===== src/rtl/program_loader_if.sv =====
// -----------------------------------------------------------------------------
// program_loader_if
//   Program word stream between an upstream source and the program loader.
//   Signals:
//     in_valid  source -> loader  program word valid
//     in_data   source -> loader  32-bit program word
//     in_last   source -> loader  marks the final program word
//     in_ready  loader -> source  loader accepts a word this cycle
//   Modports:
//     master  upstream source (drives valid/data/last, observes ready)
//     slave   program loader  (observes valid/data/last, drives ready)
// -----------------------------------------------------------------------------
interface program_loader_if;
  logic        in_valid;
  logic [31:0] in_data;
  logic        in_last;
  logic        in_ready;

  modport master (
    output in_valid,
    output in_data,
    output in_last,
    input  in_ready
  );

  modport slave (
    input  in_valid,
    input  in_data,
    input  in_last,
    output in_ready
  );
endinterface


===== src/rtl/program_loader.sv =====
// -----------------------------------------------------------------------------
// program_loader
//   Boot/run sequencer for the 8-bit RISC-V pipeline core. Clears instruction
//   memory, streams a program in over a valid/ready port, holds the core in
//   reset to settle, then releases it for a bounded (run_cycles > 0) or
//   unbounded (run_cycles == 0) run.
//
//   Ports:
//     clock, reset      system clock; asynchronous active-high reset
//     start, abort      begin a load session / return to IDLE (abort wins)
//     run_cycles        run length, latched on start
//     in_if (slave)     program word stream (valid/data/last/ready)
//     core_reset        core reset
//     imem_reset        core reset_IF_memory
//     imem_rw           core rw write strobe, one pulse per written word
//     imem_addr         core PC_write
//     imem_wdata        core instruction_in
//     load_count        words written this session
//     checksum          XOR of written words (zero when feature disabled)
//     busy, done        FSM active / FSM in DONE
//     error             overflow this session, sticky until next start
//
//   Configuration macro: LOADER_CHECKSUM_EN
//     defined     checksum accumulates XOR of every written word
//     undefined   checksum is constant zero, no accumulator
// -----------------------------------------------------------------------------
module program_loader #(
  parameter int PC_SIZE       = 10,
  parameter int ADDR_STEP     = 4,
  parameter int CLEAR_CYCLES  = 2,
  parameter int SETTLE_CYCLES = 4
) (
  input  logic               clock,
  input  logic               reset,
  input  logic               start,
  input  logic               abort,
  input  logic [15:0]        run_cycles,
  program_loader_if.slave    in_if,
  output logic               core_reset,
  output logic               imem_reset,
  output logic               imem_rw,
  output logic [PC_SIZE-1:0] imem_addr,
  output logic [31:0]        imem_wdata,
  output logic [PC_SIZE:0]   load_count,
  output logic [31:0]        checksum,
  output logic               busy,
  output logic               done,
  output logic               error
);

  localparam int                 CAPACITY    = (2 ** PC_SIZE) / ADDR_STEP;
  localparam logic [PC_SIZE:0]   CAP_W       = (PC_SIZE + 1)'(CAPACITY);
  localparam logic [PC_SIZE-1:0] STEP_W      = PC_SIZE'(ADDR_STEP);
  localparam logic [15:0]        CLEAR_LAST  = 16'(CLEAR_CYCLES - 1);
  // SETTLE also covers the write cycle of the last word, so it lasts one
  // cycle longer than the settle time measured after that write.
  localparam logic [15:0]        SETTLE_LAST = 16'(SETTLE_CYCLES);

  typedef enum logic [2:0] {
    ST_IDLE   = 3'd0,
    ST_CLEAR  = 3'd1,
    ST_LOAD   = 3'd2,
    ST_SETTLE = 3'd3,
    ST_RUN    = 3'd4,
    ST_DONE   = 3'd5
  } state_t;

  state_t             state_q, state_d;
  logic [15:0]        cnt_q, cnt_d;
  logic [15:0]        run_q, run_d;
  logic [PC_SIZE-1:0] next_addr_q, next_addr_d;
  logic [PC_SIZE:0]   load_count_q, load_count_d;
  logic               error_q, error_d;
  logic               core_reset_q, core_reset_d;
  logic               imem_reset_q, imem_reset_d;
  logic               imem_rw_q, imem_rw_d;
  logic [PC_SIZE-1:0] imem_addr_q, imem_addr_d;
  logic [31:0]        imem_wdata_q, imem_wdata_d;
  logic               in_ready_q, in_ready_d;
  logic               busy_q, busy_d;
  logic               done_q, done_d;

  logic accept_s;
  logic write_s;
  logic new_session_s;

  // in_ready_q is only ever high while in LOAD, so it qualifies the handshake.
  assign accept_s      = in_ready_q & in_if.in_valid;
  assign write_s       = ~abort & accept_s & (load_count_q != CAP_W);
  assign new_session_s = ~abort & start & ((state_q == ST_IDLE) | (state_q == ST_DONE));

  // Next-state, session counters and registered-output next values.
  always_comb begin
    state_d      = state_q;
    cnt_d        = cnt_q;
    run_d        = run_q;
    next_addr_d  = next_addr_q;
    load_count_d = load_count_q;
    error_d      = error_q;
    imem_rw_d    = 1'b0;
    imem_addr_d  = imem_addr_q;
    imem_wdata_d = imem_wdata_q;

    if (abort) begin
      state_d = ST_IDLE;
    end else begin
      case (state_q)
        ST_IDLE, ST_DONE: begin
          if (new_session_s) begin
            state_d      = ST_CLEAR;
            cnt_d        = 16'd0;
            run_d        = run_cycles;
            next_addr_d  = '0;
            load_count_d = '0;
            error_d      = 1'b0;
          end else begin
            state_d = state_q;
          end
        end
        ST_CLEAR: begin
          if (cnt_q == CLEAR_LAST) begin
            state_d = ST_LOAD;
            cnt_d   = 16'd0;
          end else begin
            cnt_d = cnt_q + 16'd1;
          end
        end
        ST_LOAD: begin
          if (write_s) begin
            imem_rw_d    = 1'b1;
            imem_addr_d  = next_addr_q;
            imem_wdata_d = in_if.in_data;
            next_addr_d  = next_addr_q + STEP_W;
            load_count_d = load_count_q + {{PC_SIZE{1'b0}}, 1'b1};
            if (in_if.in_last) begin
              state_d = ST_SETTLE;
              cnt_d   = 16'd0;
            end else begin
              state_d = ST_LOAD;
            end
          end else if (accept_s) begin
            // Memory full: the word is dropped and the core is never released.
            error_d = 1'b1;
            state_d = ST_DONE;
          end else begin
            state_d = ST_LOAD;
          end
        end
        ST_SETTLE: begin
          if (cnt_q == SETTLE_LAST) begin
            state_d = ST_RUN;
            cnt_d   = 16'd0;
          end else begin
            cnt_d = cnt_q + 16'd1;
          end
        end
        ST_RUN: begin
          if (run_q == 16'd0) begin
            state_d = ST_RUN;
          end else if (cnt_q == (run_q - 16'd1)) begin
            state_d = ST_DONE;
          end else begin
            cnt_d = cnt_q + 16'd1;
          end
        end
        default: begin
          state_d = ST_IDLE;
        end
      endcase
    end

    // Outputs are decoded from the next state so they line up with it.
    core_reset_d = (state_d != ST_RUN);
    imem_reset_d = (state_d == ST_CLEAR);
    in_ready_d   = (state_d == ST_LOAD);
    busy_d       = (state_d != ST_IDLE) && (state_d != ST_DONE);
    done_d       = (state_d == ST_DONE);
  end

  // State, counters and registered outputs.
  always_ff @(posedge clock or posedge reset) begin
    if (reset) begin
      state_q      <= ST_IDLE;
      cnt_q        <= 16'd0;
      run_q        <= 16'd0;
      next_addr_q  <= '0;
      load_count_q <= '0;
      error_q      <= 1'b0;
      core_reset_q <= 1'b1;
      imem_reset_q <= 1'b0;
      imem_rw_q    <= 1'b0;
      imem_addr_q  <= '0;
      imem_wdata_q <= 32'd0;
      in_ready_q   <= 1'b0;
      busy_q       <= 1'b0;
      done_q       <= 1'b0;
    end else begin
      state_q      <= state_d;
      cnt_q        <= cnt_d;
      run_q        <= run_d;
      next_addr_q  <= next_addr_d;
      load_count_q <= load_count_d;
      error_q      <= error_d;
      core_reset_q <= core_reset_d;
      imem_reset_q <= imem_reset_d;
      imem_rw_q    <= imem_rw_d;
      imem_addr_q  <= imem_addr_d;
      imem_wdata_q <= imem_wdata_d;
      in_ready_q   <= in_ready_d;
      busy_q       <= busy_d;
      done_q       <= done_d;
    end
  end

`ifdef LOADER_CHECKSUM_EN
  logic [31:0] checksum_q, checksum_d;

  function automatic logic [31:0] checksum_fold(input logic [31:0] acc,
                                                input logic [31:0] word);
    return acc ^ word;
  endfunction

  // Accumulator: cleared on a new session, folded on every written word.
  always_comb begin
    checksum_d = checksum_q;
    if (new_session_s) begin
      checksum_d = 32'd0;
    end else if (write_s) begin
      checksum_d = checksum_fold(checksum_q, in_if.in_data);
    end else begin
      checksum_d = checksum_q;
    end
  end

  // Checksum register.
  always_ff @(posedge clock or posedge reset) begin
    if (reset) begin
      checksum_q <= 32'd0;
    end else begin
      checksum_q <= checksum_d;
    end
  end

  assign checksum = checksum_q;
`else
  assign checksum = 32'd0;
`endif

  assign in_if.in_ready = in_ready_q;
  assign core_reset     = core_reset_q;
  assign imem_reset     = imem_reset_q;
  assign imem_rw        = imem_rw_q;
  assign imem_addr      = imem_addr_q;
  assign imem_wdata     = imem_wdata_q;
  assign load_count     = load_count_q;
  assign busy           = busy_q;
  assign done           = done_q;
  assign error          = error_q;

endmodule


===== src/flat_wrapper.sv =====
// flat-port wrapper written by rule: the top's interface ports become plain ports
module program_loader_flat 
#(
  parameter int PC_SIZE       = 10,
  parameter int ADDR_STEP     = 4,
  parameter int CLEAR_CYCLES  = 2,
  parameter int SETTLE_CYCLES = 4
)
  (clock, reset, start, abort, run_cycles, core_reset, imem_reset, imem_rw, imem_addr, imem_wdata, load_count, checksum, busy, done, error, in_if_in_valid, in_if_in_data, in_if_in_last, in_if_in_ready);
  program_loader_if in_if_i ();
  input  logic clock;
  input  logic reset;
  input  logic start;
  input  logic abort;
  input  logic [15:0] run_cycles;
  output logic core_reset;
  output logic imem_reset;
  output logic imem_rw;
  output logic [PC_SIZE-1:0] imem_addr;
  output logic [31:0] imem_wdata;
  output logic [PC_SIZE:0] load_count;
  output logic [31:0] checksum;
  output logic busy;
  output logic done;
  output logic error;
  input wire logic [$bits(in_if_i.in_valid)-1:0] in_if_in_valid;
  input wire logic [$bits(in_if_i.in_data)-1:0] in_if_in_data;
  input wire logic [$bits(in_if_i.in_last)-1:0] in_if_in_last;
  output wire logic [$bits(in_if_i.in_ready)-1:0] in_if_in_ready;
  assign in_if_i.in_valid = in_if_in_valid;
  assign in_if_i.in_data = in_if_in_data;
  assign in_if_i.in_last = in_if_in_last;
  assign in_if_in_ready = in_if_i.in_ready;
  program_loader #(.PC_SIZE(PC_SIZE), .ADDR_STEP(ADDR_STEP), .CLEAR_CYCLES(CLEAR_CYCLES), .SETTLE_CYCLES(SETTLE_CYCLES)) u_core (.clock(clock), .reset(reset), .start(start), .abort(abort), .run_cycles(run_cycles), .in_if(in_if_i), .core_reset(core_reset), .imem_reset(imem_reset), .imem_rw(imem_rw), .imem_addr(imem_addr), .imem_wdata(imem_wdata), .load_count(load_count), .checksum(checksum), .busy(busy), .done(done), .error(error));
endmodule

===== config.mk =====
export PLATFORM = sky130hd
export DESIGN_NAME = program_loader_flat
export DESIGN_NICKNAME = d
export VERILOG_FILES = /design/src/rtl/program_loader_if.sv /design/src/rtl/program_loader.sv /design/src/flat_wrapper.sv
export SDC_FILE = /design/constraint.sdc
export NUM_CORES = 1
export LEC_CHECK = 0
export CORE_MARGIN = 8
export CORE_UTILIZATION = 40
export DETAILED_ROUTE_END_ITERATION = 7
export GPL_TIMING_DRIVEN = 0
export PLACE_DENSITY = 0.74
export SYNTH_ARGS = -nofsm -noshare
export SYNTH_HDL_FRONTEND = slang
export SYNTH_SLANG_ARGS = --single-unit
export TNS_END_PERCENT = 100

===== constraint.sdc =====
create_clock -name clock -period 4.1 [get_ports clock]
set_input_delay 1.23 -clock clock [delete_from_list [all_inputs] [get_ports clock]]
set_output_delay 1.23 -clock clock [all_outputs]
set_load 0.005 [all_outputs]

-- Word-level counts from Yosys, hierarchy flattened
Cells that the tools add are included.
- add/sub/neg operators: 4
- eq/ne operators: 21
- multiplexer cells: 31
- bitwise gates (word level): 7
- reductions and logical operators: 12
- operator list (operator ; count):
    $mux 16 ; 7
    $pmux 16 s5 ; 1
    $mux 3 ; 8
    $mux 11 ; 2
    $pmux 11 s2 ; 1
    $mux 10 ; 2
    $pmux 10 s2 ; 1
    $add 16x1->16 const B ; 1
    $eq 16x1->1 const B ; 1
    $eq 16x16->1 ; 1
    $eq 16x3->1 const B ; 1
    $logic_not 16->1 ; 1
    $sub 16x1->16 const B ; 1
    $pmux 3 s5 ; 1
    $add 11x1->11 const B ; 1
    $ne 11x9->1 const B ; 1
    $add 10x3->10 const B ; 1
    $eq 3x2->1 const B ; 3
    $eq 3x3->1 const B ; 3
    $ne 2x2->1 const B ; 4
    $mux 1 ; 7
    $reduce_and 7->1 ; 1
    $eq 3x1->1 const B ; 2
    $ne 2x1->1 const B ; 3
    14 further kinds ; 20
- register bits: 105
- bits of input ports: 54
- output and inout port bits: 92
- word-level logic and storage cells: 89

-- Depth between registers and ports, before layout
Gate-level depths: netlist of run 1.
- word-level depth: 8
- mapped depth: 11

-- Least setup slack after synthesis of run 1
OpenSTA, ideal clock, no wires.
- kind: input to register
- start: input port in_if_in_valid
- end: register u_core.next_addr_q[8]
- arrival time: 2797 ps
- data required time: 4034 ps
- path slack: 1237 ps
- stages on the path: 8
- path buffers: 1
- cell sequence: and2_1 nand3_1 or2_2 clkbuf_1 a21oi_1 nand4_1 or4_1 nand2_1
- word-level cells in the longest chain between the ends: 5
- RTL lines (element ; RTL line ; RTL):
    start, declared ; flat_wrapper.sv:26 ; input wire logic [$bits(in_if_i.in_valid)-1:0] in_if_in_valid;
    $and 1x1->1 ; program_loader.sv:88 ; assign accept_s = in_ready_q & in_if.in_valid;
    $and 1x1->1 (2 in a row) ; program_loader.sv:89 ; assign write_s = ~abort & accept_s & (load_count_q != CAP_W);
    $ne 2x1->1 (no line) ; n/a ;
    $reduce_and 4->1 (no line) ; n/a ;
    end signal, assigned ; program_loader.sv:201 ; next_addr_q <= next_addr_d;
    end, declared ; program_loader.sv:71 ; logic [PC_SIZE-1:0] next_addr_q, next_addr_d;
No other way between the ends.
A chain may end at the register's enable or synchronous reset.

-- Worst setup path in the final report of run 1
- start: input port abort
- end: register u_core.next_addr_q[5]
- word-level cells in the longest chain between the ends: 5
- elaborated cells between the ends (all ways): 8
- classes of those cells: eq/ne: 2; bitwise: 5; reduce/logical: 1
- RTL lines (element ; RTL line ; RTL):
    start, declared ; flat_wrapper.sv:14 ; input logic abort;
    $not 1->1 (no line) (*) ; n/a ;
    $and 1x1->1 (on tied branches) (2 in a row) ; program_loader.sv:89, program_loader.sv:90 ;
    $ne 2x1->1 (no line) ; n/a ;
    $reduce_and 4->1 (no line) (*) ; n/a ;
Mark *: on every way between the ends. The rest lies on a longest branch, timed or not.

==> results of run 1 <==
layer usage:
| layer | routed length [um] | part of all wire, % | GRT usage, % |
|---|---|---|---|
| met5 | 0 | 0 | 0 |
| met4 | 179 | 1.2 | 4.74 |
| met3 | 1440 | 9.9 | 8.08 |
| met2 | 6980 | 48 | 27.8 |
| met1 | 5980 | 41 | 18.4 |
final timing paths:
kind,endpoint,cells past startpoint,start
worst max register to register,u_core.cnt_q[8],9,u_core.cnt_q[5]
worst max-delay path,u_core.next_addr_q[5],10,abort
min in group asynchronous,u_core.cnt_q[5],2,reset
max in group asynchronous,u_core.core_reset,3,reset
worst min register to register,u_core.imem_wdata[3],2,u_core.imem_wdata[3]
worst min-delay path,u_core.imem_wdata[3],2,u_core.imem_wdata[3]
kinds of logic (layout without fill, tap and decap cells):
kind of cell / Yosys count / count (layout) / share of synthesized area (%)
buffers and inverters: 83 / 211 / 8.45
muxes: 16 / 16 / 2.92
DFF: 101 / 101 / 45.3
other: 1 / 34 / 0.0672
xor gates and xnor gates: 32 / 32 / 5.02
adders and majority gates: 7 / 7 / 1.57
and+or+nand+nor: 327 / 327 / 26.5
AOI/OAI and AO/OA: 68 / 68 / 10.1
where the power goes:
part / leakage (nW) / switching (mW) / internal, mW
Sequential: 1.38 / 0.0508 / 1.03
Clock: 0.124 / 0.395 / 0.419
Combinational: 1.92 / 0.203 / 0.190
Total: 3.42 / 0.649 / 1.64
worst min-delay path: stages, from the launching register on:
cell                      delay [ns]
sky130_fd_sc_hd__dfrtp_1        0.34
sky130_fd_sc_hd__nand2_1        0.05
sky130_fd_sc_hd__nand2_1        0.05
layout make-up:
| type | instances | area, um^2 |
|---|---|---|
| multi-input combinational | 484 | 2700 |
| fill | 1307 | 6430 |
| clock buffer | 11 | 233 |
| clock inverter | 5 | 42.5 |
| timing repair buffer | 112 | 1140 |
| inverter | 20 | 77.6 |
| sequential | 101 | 2530 |
| buffer | 63 | 397 |
| tap | 180 | 225 |
metrics by stage:
stage               cells  TNS (ns)  power, mW
floorplan             668         0       1.36
global placement      959   -138.78       1.48
detailed placement    960         0       1.49
CTS                   976         0       2.31
global route          976         0       2.40
finish                976         0       2.29
state kept, by name, indices dropped and copies added, names as in the netlist, 3 cells and up:
register and count:
u_core.cnt_q 16, u_core.next_addr_q 8, u_core.run_q 16, u_core.state_q 3, u_core.imem_addr 8, u_core.load_count 11
u_core.imem_wdata 32
cell usage after synthesis, drive strengths merged (9+ instances only):
cell type,n
nand4,11
xor2,14
nand2b,11
a211oi,13
buf,40
nor2,36
nand2,202
o21ai,11
clkbuf,23
nor3,16
a21oi,9
and3,10
xnor2,18
mux2i,14
dfrtp,100
nand3,10
inv,20
==> parameters.txt, run 1 <==
Parameter                              Value

Floorplan
  Count of standard-cell rows ... 43
  Die area ... 18000 um^2
  Die W ... 134 um
  Placeable Area ... 13800 um^2
  Overall die height ... 134 um
  Initial Utilization ... 40.5%
  Top Ports ... 146

CTS
  Clock Sink Count ... 101
  Worst-case clock buffer depth ... 2
  Post-CTS setup buffers ... 0
  Number of levels the H-tree was split into ... 3
  Count of hold buffers inserted by post-cts repair ... 0
  Buffer type at the clock tree root ... sky130_fd_sc_hd__clkbuf_16
  Number of buffers created by CTS ... 9
  Clock transition time at the flip-flop clock pins of the worst setup and hold paths ... 0.07 ns
  Cells resized by post-CTS repair ... 0
  Clock insertion delay at the later pin of the skew report ... 0.35 ns
  CTS tree ... done

Logic synthesis
  Avg Inst Size Synth ... 8.79 um^2
  Number of flops mapped to enable cells by yosys ... 0
  Number of distinct library cells after synthesis ... 59
  FFs w/ async S/R, synth ... 100%
  Number of synthesized register bits ... 101
  Post-synthesis instance area ... 5580 um^2
  Sequential share of the synthesized area ... 45.3%
  Top FF cell, synth ... sky130_fd_sc_hd__dfrtp_1
  Number of instances in the synthesized netlist ... 635
  Library cell occupying the most area in the post-synthesis netlist ... sky130_fd_sc_hd__dfrtp_1
  Synth warnings ... 0
  Top post-synthesis cells by area ... sky130_fd_sc_hd__dfrtp_1 (45%), sky130_fd_sc_hd__nand2_1 (14%), sky130_fd_sc_hd__buf_4 (4.6%), sky130_fd_sc_hd__xnor2_1 (2.8%), sky130_fd_sc_hd__mux2i_1 (2.5%)
  Synth top area share ... 44.9%

STA
  Share of the cycle needed by the critical path after routing ... 85.1%
  Number of max-slew violations in the final report ... 0
  Actual slew at the worst max-slew pin ... 0.923 ns
  Final Worst Setup Slack ... 0.613 ns
  Slew margin rel. ... 38.2%
  Worst clock skew on the final layout ... 0.00940 ns
  Count of endpoints failing hold in the final timing report ... 0
  Worst Hold Slack ... 0.473 ns
  Unrepaired setup endpoints after global routing ... false
  Total setup violations reported at the end of the flow ... 0
  Max Fclk ... 0.287 GHz
  Final period demand of the worst path ... 3.49 ns

Critical path
  Data arrival time of the worst path ... 3.71 ns
  Cell occurring most often along the worst timing path ... sky130_fd_sc_hd__clkbuf_1
  Worst EP required ... 4.32 ns
  Top delay family on crit path ... buffers and inverters
  Worst Path Max Fanout ... 10
  Worst setup EP type ... flip-flop
  Critical path's slowest cell ... sky130_fd_sc_hd__clkdlybuf4s50_1
  Worst Setup Start Kind ... input port
  Crit path cell chain ... clkdlybuf4s50_1 > inv_1 > o41ai_2 > or2_2 > clkbuf_1 > a21oi_1 > clkbuf_1 > nand4_1 > xor2_1 > nor2_1
  Largest stage delay on the critical path ... 0.52 ns
  Type of the worst setup path ... in2reg
  Minimum setup slack among reg-to-reg paths ... 0.74 ns
  Buffers and inverters on the worst path ... 4

Drt
  Average via count per standard cell ... 4.92
  DRC marker count from the first detailed-route iteration ... 247
  First-pass iteration count of the detailed router ... 4
  Post-route DRC violation count ... 0
  WL per Instance ... 14.9 um
  WL final ... 14600 um
  Antenna-violating nets left ... 0
  Via count ... 4800

Flow run
  Max_cap viols ... 0

Final layout
  Area of all placed cells without fillers ... 7340 um^2
  Layout cell share with drive strength beyond 1 ... 9.30%
  Core occupancy in the finished layout ... 53.3%
  Top library cells by usage in the layout, fill and taps aside ... sky130_fd_sc_hd__nand2_1 (202), sky130_fd_sc_hd__clkdlybuf4s50_1 (111), sky130_fd_sc_hd__dfrtp_1 (100), sky130_fd_sc_hd__nor2_1 (36)
  Area delta synth->final ... 31.6%
  Number of nets in the layout ... 852
  Most common cell after layout, fill and taps aside ... sky130_fd_sc_hd__nand2_1
  Antenna cells ... 0

Power
  Static leakage power ... 3.42 nW
  Largest vdd supply drop ... 0.235 mV
  Pwr per Cell Area ... 312 nW/um^2

Global route
  Largest net degree at the start of global routing ... 65
  Remaining Overflow, GRT ... 0
  All-Layer GR Usage ... 16.6%
  Number of antenna violations at the first check in global routing ... 0
  Via count of the first global-routing pass ... 4892
  Wire length of the first global-routing pass ... 24200 um

Placement
  Final estimated routing congestion in global placement ... 0.864
  Placed instance area ... 7070 um^2
  HPWL after DPL ... 10900 um
  Number of I/O port buffers ... 111
  Place WS ... 0.257 ns

Worst hold path
  HP Class ... reg2reg

Outcome
  Outcome ... complete, no violations
Power figures use the tool's default switching activity.
==> run 2: changes to the inputs <==
--- a/config.mk
+++ b/config.mk
@@ -6,10 +6,10 @@
 export NUM_CORES = 1
 export LEC_CHECK = 0
 export CORE_MARGIN = 8
-export CORE_UTILIZATION = 40
+export CORE_UTILIZATION = 49
 export DETAILED_ROUTE_END_ITERATION = 7
 export GPL_TIMING_DRIVEN = 0
-export PLACE_DENSITY = 0.74
+export PLACE_DENSITY = 0.81
 export SYNTH_ARGS = -nofsm -noshare
 export SYNTH_HDL_FRONTEND = slang
 export SYNTH_SLANG_ARGS = --single-unit
==> run 2 against run 1 <==
Effect of this change:
- first-iteration DRC count is 23% higher
- global-route usage is 4.2 points higher
- sequential share of layout area hardly changed
- count of clock-buffer cells in the layout is 1 higher
- clock skew is 0.0034 ns lower
- final area is 0.14% lower
- largest power group unchanged
==> parameters.txt, run 2 (synthesis results as in run 1) <==
Parameter                              Value

Outcome
  Outcome ... complete, no violations (unchanged)

CTS
  Number of buffers created by CTS ... 9 (unchanged)
  Cells resized by post-CTS repair ... 0 (unchanged)
  Post-CTS setup buffers ... 0 (unchanged)
  Count of hold buffers inserted by post-cts repair ... 0 (unchanged)
  Clock transition time at the flip-flop clock pins of the worst setup and hold paths ... 0.07 ns (about the same)
  Number of levels the H-tree was split into ... 3 (unchanged)
  CTS tree ... done (unchanged)
  Worst-case clock buffer depth ... 2 (unchanged)
  Clock insertion delay at the later pin of the skew report ... 0.35 ns (about the same)
  Buffer type at the clock tree root ... sky130_fd_sc_hd__clkbuf_16 (unchanged)
  Clock Sink Count ... 101 (unchanged)

Flow run
  Max_cap viols ... 0 (unchanged)

Power
  Power spent charging and discharging nets ... 644 uW (was 649 uW)
  Largest vdd supply drop ... 0.266 mV (was 0.235 mV)
  Part of the total power dissipated in combinational logic ... 16.9% (was 17.2%)
  Pwr per Cell Area ... 324 nW/um^2 (was 312 nW/um^2)
  Net switching share of the total power ... 27.1% (was 28.3%)
  Cell internal pwr ... 1.73 mW (was 1.64 mW)
  Clock share of power ... 37.6% (was 35.5%)
  Tot Pwr ... 2.38 mW (was 2.29 mW)
  Static leakage power ... 3.44 nW (was 3.42 nW)
  Flop pwr share ... 45.5% (was 47.3%)

STA
  Max Fclk ... 0.278 GHz (was 0.287 GHz)
  Worst clock skew on the final layout ... 0.00598 ns (was 0.00940 ns)
  Number of max-slew violations in the final report ... 0 (unchanged)
  Total setup violations reported at the end of the flow ... 0 (unchanged)
  Worst Hold Slack ... 0.473 ns (about the same)
  Actual slew at the worst max-slew pin ... 0.946 ns (was 0.923 ns)
  Share of the cycle needed by the critical path after routing ... 87.9% (was 85.1%)
  Final Worst Setup Slack ... 0.497 ns (was 0.613 ns)
  Slew margin rel. ... 36.7% (was 38.2%)
  Unrepaired setup endpoints after global routing ... false (unchanged)
  Count of endpoints failing hold in the final timing report ... 0 (unchanged)
  Final period demand of the worst path ... 3.60 ns (was 3.49 ns)
  Final TNS setup ... 0 ns (unchanged)

Global route
  All-Layer GR Usage ... 20.8% (was 16.6%)
  Via count of the first global-routing pass ... 5232 (was 4892)
  Wire length of the first global-routing pass ... 25200 um (was 24200 um)
  Largest net degree at the start of global routing ... 68 (was 65)
  Remaining Overflow, GRT ... 0 (unchanged)
  Number of antenna violations at the first check in global routing ... 0 (unchanged)

Critical path
  Worst EP required ... 4.31 ns (was 4.32 ns)
  Worst Setup Start Kind ... input port (unchanged)
  Data arrival time of the worst path ... 3.81 ns (was 3.71 ns)
  Type of the worst setup path ... in2reg (unchanged)
  Worst Path Max Fanout ... 10 (unchanged)
  Register-to-Register Path Depth ... 9 (unchanged)
  Worst setup EP type ... flip-flop (unchanged)

Final layout
  Antenna cells ... 0 (unchanged)
  Finished Layout Cells ... 939 (was 976)
  Number of nets in the layout ... 852 (unchanged)
  Area delta synth->final ... 31.5% (was 31.6%)
  Top library cells by usage in the layout, fill and taps aside ... sky130_fd_sc_hd__nand2_1 (202), sky130_fd_sc_hd__clkdlybuf4s50_1 (111), sky130_fd_sc_hd__dfrtp_1 (100), sky130_fd_sc_hd__nor2_1 (36) (unchanged)
  Layout cell share with drive strength beyond 1 ... 9.42% (was 9.30%)
  Area of all placed cells without fillers ... 7330 um^2 (was 7340 um^2)
  Number of flip-flops in the largest register ... 32 (unchanged)
  Most common cell after layout, fill and taps aside ... sky130_fd_sc_hd__nand2_1 (unchanged)
  Fill count ... 880 (was 1307)
  Core occupancy in the finished layout ... 65.1% (was 53.3%)

Drt
  Via count ... 4992 (was 4800)
  WL final ... 15100 um (was 14600 um)
  First-pass iteration count of the detailed router ... 4 (unchanged)
  WL per Instance ... 16.1 um (was 14.9 um)
  DRC marker count from the first detailed-route iteration ... 305 (was 247)
  Antenna-violating nets left ... 0 (unchanged)
  Post-route DRC violation count ... 0 (unchanged)
  Average via count per standard cell ... 5.32 (was 4.92)

Placement
  Number of placed instances, taps included ... 923 (was 960)
  Final estimated routing congestion in global placement ... 0.865 (was 0.864)
  Placed instance area ... 7020 um^2 (was 7070 um^2)
  Number of I/O port buffers ... 111 (unchanged)
  Place WS ... 0.166 ns (was 0.257 ns)
  HPWL after DPL ... 11400 um (was 10900 um)

Floorplan
  Top Ports ... 146 (unchanged)
  Count of standard-cell rows ... 39 (was 43)
  Initial Utilization ... 49.5% (was 40.5%)
  Overall die height ... 123 um (was 134 um)
  Die area ... 15100 um^2 (was 18000 um^2)
  Placeable Area ... 11300 um^2 (was 13800 um^2)
  Die W ... 123 um (was 134 um)

Worst hold path
  HP Class ... reg2reg (unchanged)
  Number of cells on the worst hold path ... 2 (unchanged)
-- run 2: cell count changes in the layout (fill, tap and decap cells not counted) --
cell / previous run / this run
sky130_fd_sc_hd__clkinv_4: 0 / 1
sky130_fd_sc_hd__bufinv_16: 0 / 1
sky130_fd_sc_hd__clkbuf_1: 25 / 24
sky130_fd_sc_hd__clkbuf_8: 0 / 2
sky130_fd_sc_hd__clkinvlp_4: 3 / 1
sky130_fd_sc_hd__inv_8: 1 / 0
-- run 2: worst paths after layout --
path,startpoint,endpoint,slack (ns)
max,abort,u_core.load_count[10],0.50
min,u_core.imem_wdata[8],u_core.imem_wdata[8],0.47
max reg2reg,u_core.cnt_q[5],u_core.cnt_q[13],0.81
min reg2reg,u_core.imem_wdata[8],u_core.imem_wdata[8],0.47
max in group asynchronous,reset,u_core.core_reset,2.12
min in group asynchronous,reset,u_core.imem_wdata[2],1.26
-- run 2: area by class of cell --
cell class	count	area, um^2	share of cell area, %
Buffer	63	397	5.41
Clock buffer	12	256	3.50
Clock inverter	4	55.1	0.751
Inverter	20	77.6	1.06
Multi-Input combinational cell	484	2700	36.8
Sequential cell	101	2530	34.5
Tap cell	143	179	2.44
Timing Repair Buffer	112	1140	15.5
-- run 2: per-layer routing --
metal	GRT usage [%]	vias up	wire length (um)
li1	-	2374	-
met1	22.4	2428	5930
met2	35.2	162	7380
met3	8.83	28	1500
met4	8.76	0	338
met5	0	-	0
-- run 2: power groups by stage --
stage | registers [mW] | logic (mW) | clock network (mW)
finish | 1.08 | 0.401 | 0.893
floorplan | 1.09 | 0.272 | 0
global route | 1.09 | 0.444 | 0.942
detailed placement | 1.10 | 0.396 | 0
CTS | 1.08 | 0.398 | 0.903
global placement | 1.10 | 0.378 | 0
-- run 2: worst max-delay path, cell delays in order --
cell and delay, ns:
sky130_fd_sc_hd__clkdlybuf4s50_1 0.53, sky130_fd_sc_hd__inv_1 0.24, sky130_fd_sc_hd__o41ai_2 0.17, sky130_fd_sc_hd__or2_2 0.31
sky130_fd_sc_hd__clkbuf_1 0.22, sky130_fd_sc_hd__a21oi_1 0.29, sky130_fd_sc_hd__clkbuf_1 0.38, sky130_fd_sc_hd__nand4_1 0.19
sky130_fd_sc_hd__xor2_1 0.18, sky130_fd_sc_hd__nor2_1 0.06
==> variant, RTL diff (flow settings as in run 2) <==
Re-encode `state_t` (6 states) as one-hot, 6 bits wide.
--- a/src/rtl/program_loader.sv
+++ b/src/rtl/program_loader.sv
@@ -58,9 +58,9 @@
 
-  typedef enum logic [2:0] {
-    ST_IDLE   = 3'd0,
-    ST_CLEAR  = 3'd1,
-    ST_LOAD   = 3'd2,
-    ST_SETTLE = 3'd3,
-    ST_RUN    = 3'd4,
-    ST_DONE   = 3'd5
+  typedef enum logic [5:0] {
+    ST_IDLE   = 6'b000001,
+    ST_CLEAR  = 6'b000010,
+    ST_LOAD   = 6'b000100,
+    ST_SETTLE = 6'b001000,
+    ST_RUN    = 6'b010000,
+    ST_DONE   = 6'b100000
   } state_t;
Behaviour: same outputs for any inputs over 10 cycles, from zero or initial values and one cycle with reset high; not proved beyond that.
==> variant against run 2 <==
  * Register-to-register slack lost 0.13 ns
  * Synthesized cell count grew 0.79%
  * Total power grew 8.3%
  * Setup slack lost 0.034 ns
  * Design area grew 0.44%
  * Sequential cell count grew 3
  * Fmax shrank 0.93%
  * Core utilization is essentially flat
  * Critical endpoint is now u_core.cnt_q[5]
  * Routed wire length grew 3.0%
  * Clock power shrank 4.1%
  * Sequential power grew 6%
  * Hold slack gained 0.0044 ns
  * Area after synthesis grew 1.2%
==> variant: results (changes against run 2) <==
| Metric | Value |
|---|---|
| DPL Wire Length | 12000 um (+5.0%) |
| Iter 0 DRT Violations | 423 (+39%) |
| Slew at the pin closest to its max-slew limit | 0.796 ns (-0.150 ns) |
| GRT Total Usage | 21.3% (+0.53 points) |
| Port Buffer Count | 110 (-0.90%) |
| Length of the first detailed-routing pass in iterations | 6 (+2) |
| Predominant post-synthesis flop cell | dfrtp_1 |
| Clock edge transition at the registers on the reported setup and hold paths | 0.07 ns (about the same) |
| Met2 capacity usage during global routing | 36.1% (+0.86 points) |
| Fraction of layout cells with a size suffix above 1 | 8.75% (-0.67 points) |
| Global-route met3 utilization | 8.17% (-0.66 points) |
| Proportion of synthesized chip area in sequential cells | 46.1% (+0.82 points) |
| Pin count of the biggest net entering global routing | 56 (-18%) |
| Synthesized instance count | 640 (+0.79%) |
| Count of filler cells inserted in the layout | 911 (+3.5%) |
| Number of antenna violations at the first check in global routing | 0 (unchanged) |
| Final clock skew | 0.0104 ns (+0.00446 ns) |
| CTS Buf Count | 9 (unchanged) |
| Number of different library cells in the post-synthesis netlist | 62 (+5.1%) |
| Worst-case clock buffer depth | 2 (unchanged) |
| Max VDD drop | 0.306 mV (+15%) |
| Post-CTS Resized | 0 (unchanged) |
| Crit Path Max Fanout | 8 (-2) |
| Worst EP arrival | 3.91 ns (+0.10 ns) |
| Run status | finished clean |
| Antenna fix cells | 0 (unchanged) |
| Via-to-Cell Ratio | 5.40 (+1.6%) |
| Wire length per cell after detailed routing | 16.5 um (+2.5%) |
| Standby leakage power | 3.44 nW (-0.15%) |
| Launch instance of the worst register-to-register path | u_core.run_q[0] |
| Nets@finish | 856 (+0.47%) |
| CTS root buffer | clkbuf_16 |
| Placed instance area | 7080 sq um (+0.80%) |
| Wire length of the first global-routing pass | 25800 um (+2.6%) |
| Largest register FFs | 32 (unchanged) |
| Met1 usage | 24.8% (+2.4 points) |
| Total wire length after detailed routing | 15600 um (+3.0%) |
| Synthesis warning total | 0 (unchanged) |
| Vias in the first global route | 5229 (-0.057%) |
| Pre-CTS setup slack | 0.138 ns (-0.0285 ns) |
| Dpl cells | 927 (+0.43%) |
| Post-CTS repair timing setup buffer count | 0 (unchanged) |
| Class of the tightest hold or removal check | reg -> reg |
| Cell types occupying the most area after synthesis | dfrtp_1 45%, nand2_1 13%, buf_4 4.5%, xnor2_1 3.1%, xor2_1 2.9% |
| H-tree levels | 3 (unchanged) |
| Origin of the worst setup path | in_if_in_valid |
| Multi-input gate area in the final layout | 2750 sq um (+1.7%) |
| Proportion of synthesized flip-flops having asynchronous set or reset | 100% (unchanged) |
| Worst-Skew Late Latency | between 0.3 and 0.4 ns |
| Hold Crit Start | u_core.imem_wdata[9] |
| Final RePlAce weighted congestion | 0.861 (-0.51%) |
| Most numerous cell types in the synthesized netlist | 198 x nand2_1, 102 x dfrtp_1, 34 x buf_4, 33 x nor2_1, 20 x xnor2_1 |
==> variant: cell count changes in the layout (fill, tap and decap cells not counted), sizes merged, moves of 5 or more <==
cell and delta:
nand3 +5, xor2 +5, or3 +5, a211oi -12, nand2b -5, o211ai +7
mux2i -8, clkbuf -7
==> variant: worst max-delay path, stage by stage <==
cell	delay, ns
clkdlybuf4s50_1	0.46
nand2_1	0.08
a311oi_1	0.48
a21o_1	0.22
o211a_1	0.14
clkbuf_1	0.40
o41ai_1	0.28
or4_1	0.45
a21oi_1	0.17
==> variant: metrics by stage <==
step	TNS [ns]	power, mW
detailed placement	0	1.73
global route	0	2.70
global placement	-139.24	1.72
CTS	0	2.59
floorplan	0	1.57
finish	0	2.58
==> variant: power breakdown <==
| part | switching, mW | internal [mW] |
|---|---|---|
| registers | 0.0731 | 1.08 |
| logic | 0.309 | 0.257 |
| clock network | 0.427 | 0.429 |
| total | 0.809 | 1.77 |
==> variant: kinds of logic (layout without fill, tap and decap cells) <==
group,count (synthesis),after routing,share of synthesized area (%)
AND/OR/NAND/NOR,332,332,26.7
flip-flops,104,104,46.1
AO/OA/AOI/OAI,78,78,11.0
buffers and inverters,73,200,7.38
XOR/XNOR,39,39,6.05
adder cells (fa/ha/maj),7,7,1.55
multiplexers,6,6,1.06
other,1,34,0.0664
==> variant: final cells by class <==
| class | instances | share of cell area, % |
|---|---|---|
| well taps | 143 | 2.43 |
| clock inverters | 6 | 0.798 |
| clock buffers | 10 | 3.11 |
| flip-flops and latches | 104 | 35.4 |
| multi-input cells | 496 | 37.3 |
| inverters | 14 | 0.747 |
| plain buffers | 59 | 4.94 |
| repair buffers | 111 | 15.3 |
==> variant: final timing paths <==
check | cells after the start | slack, ns | end
min in group asynchronous | 2 | 1.33 | u_core.imem_wdata[19]
worst min register to register | 2 | 0.48 | u_core.imem_wdata[9]
worst min-delay path | 2 | 0.48 | u_core.imem_wdata[9]
worst max register to register | 9 | 0.68 | u_core.state_q[5]
max in group asynchronous | 3 | 2.03 | u_core.core_reset
worst max-delay path | 9 | 0.46 | u_core.cnt_q[5]
==> variant: per-layer routing <==
metal  part of all wire (%)  up-vias  wire length [um]
li1                       -     2426                 -
met1                     40     2461              6160
met2                     50      186              7770
met3                    9.5       21              1490
met4                    1.1        0               177
met5                      0        -                 0
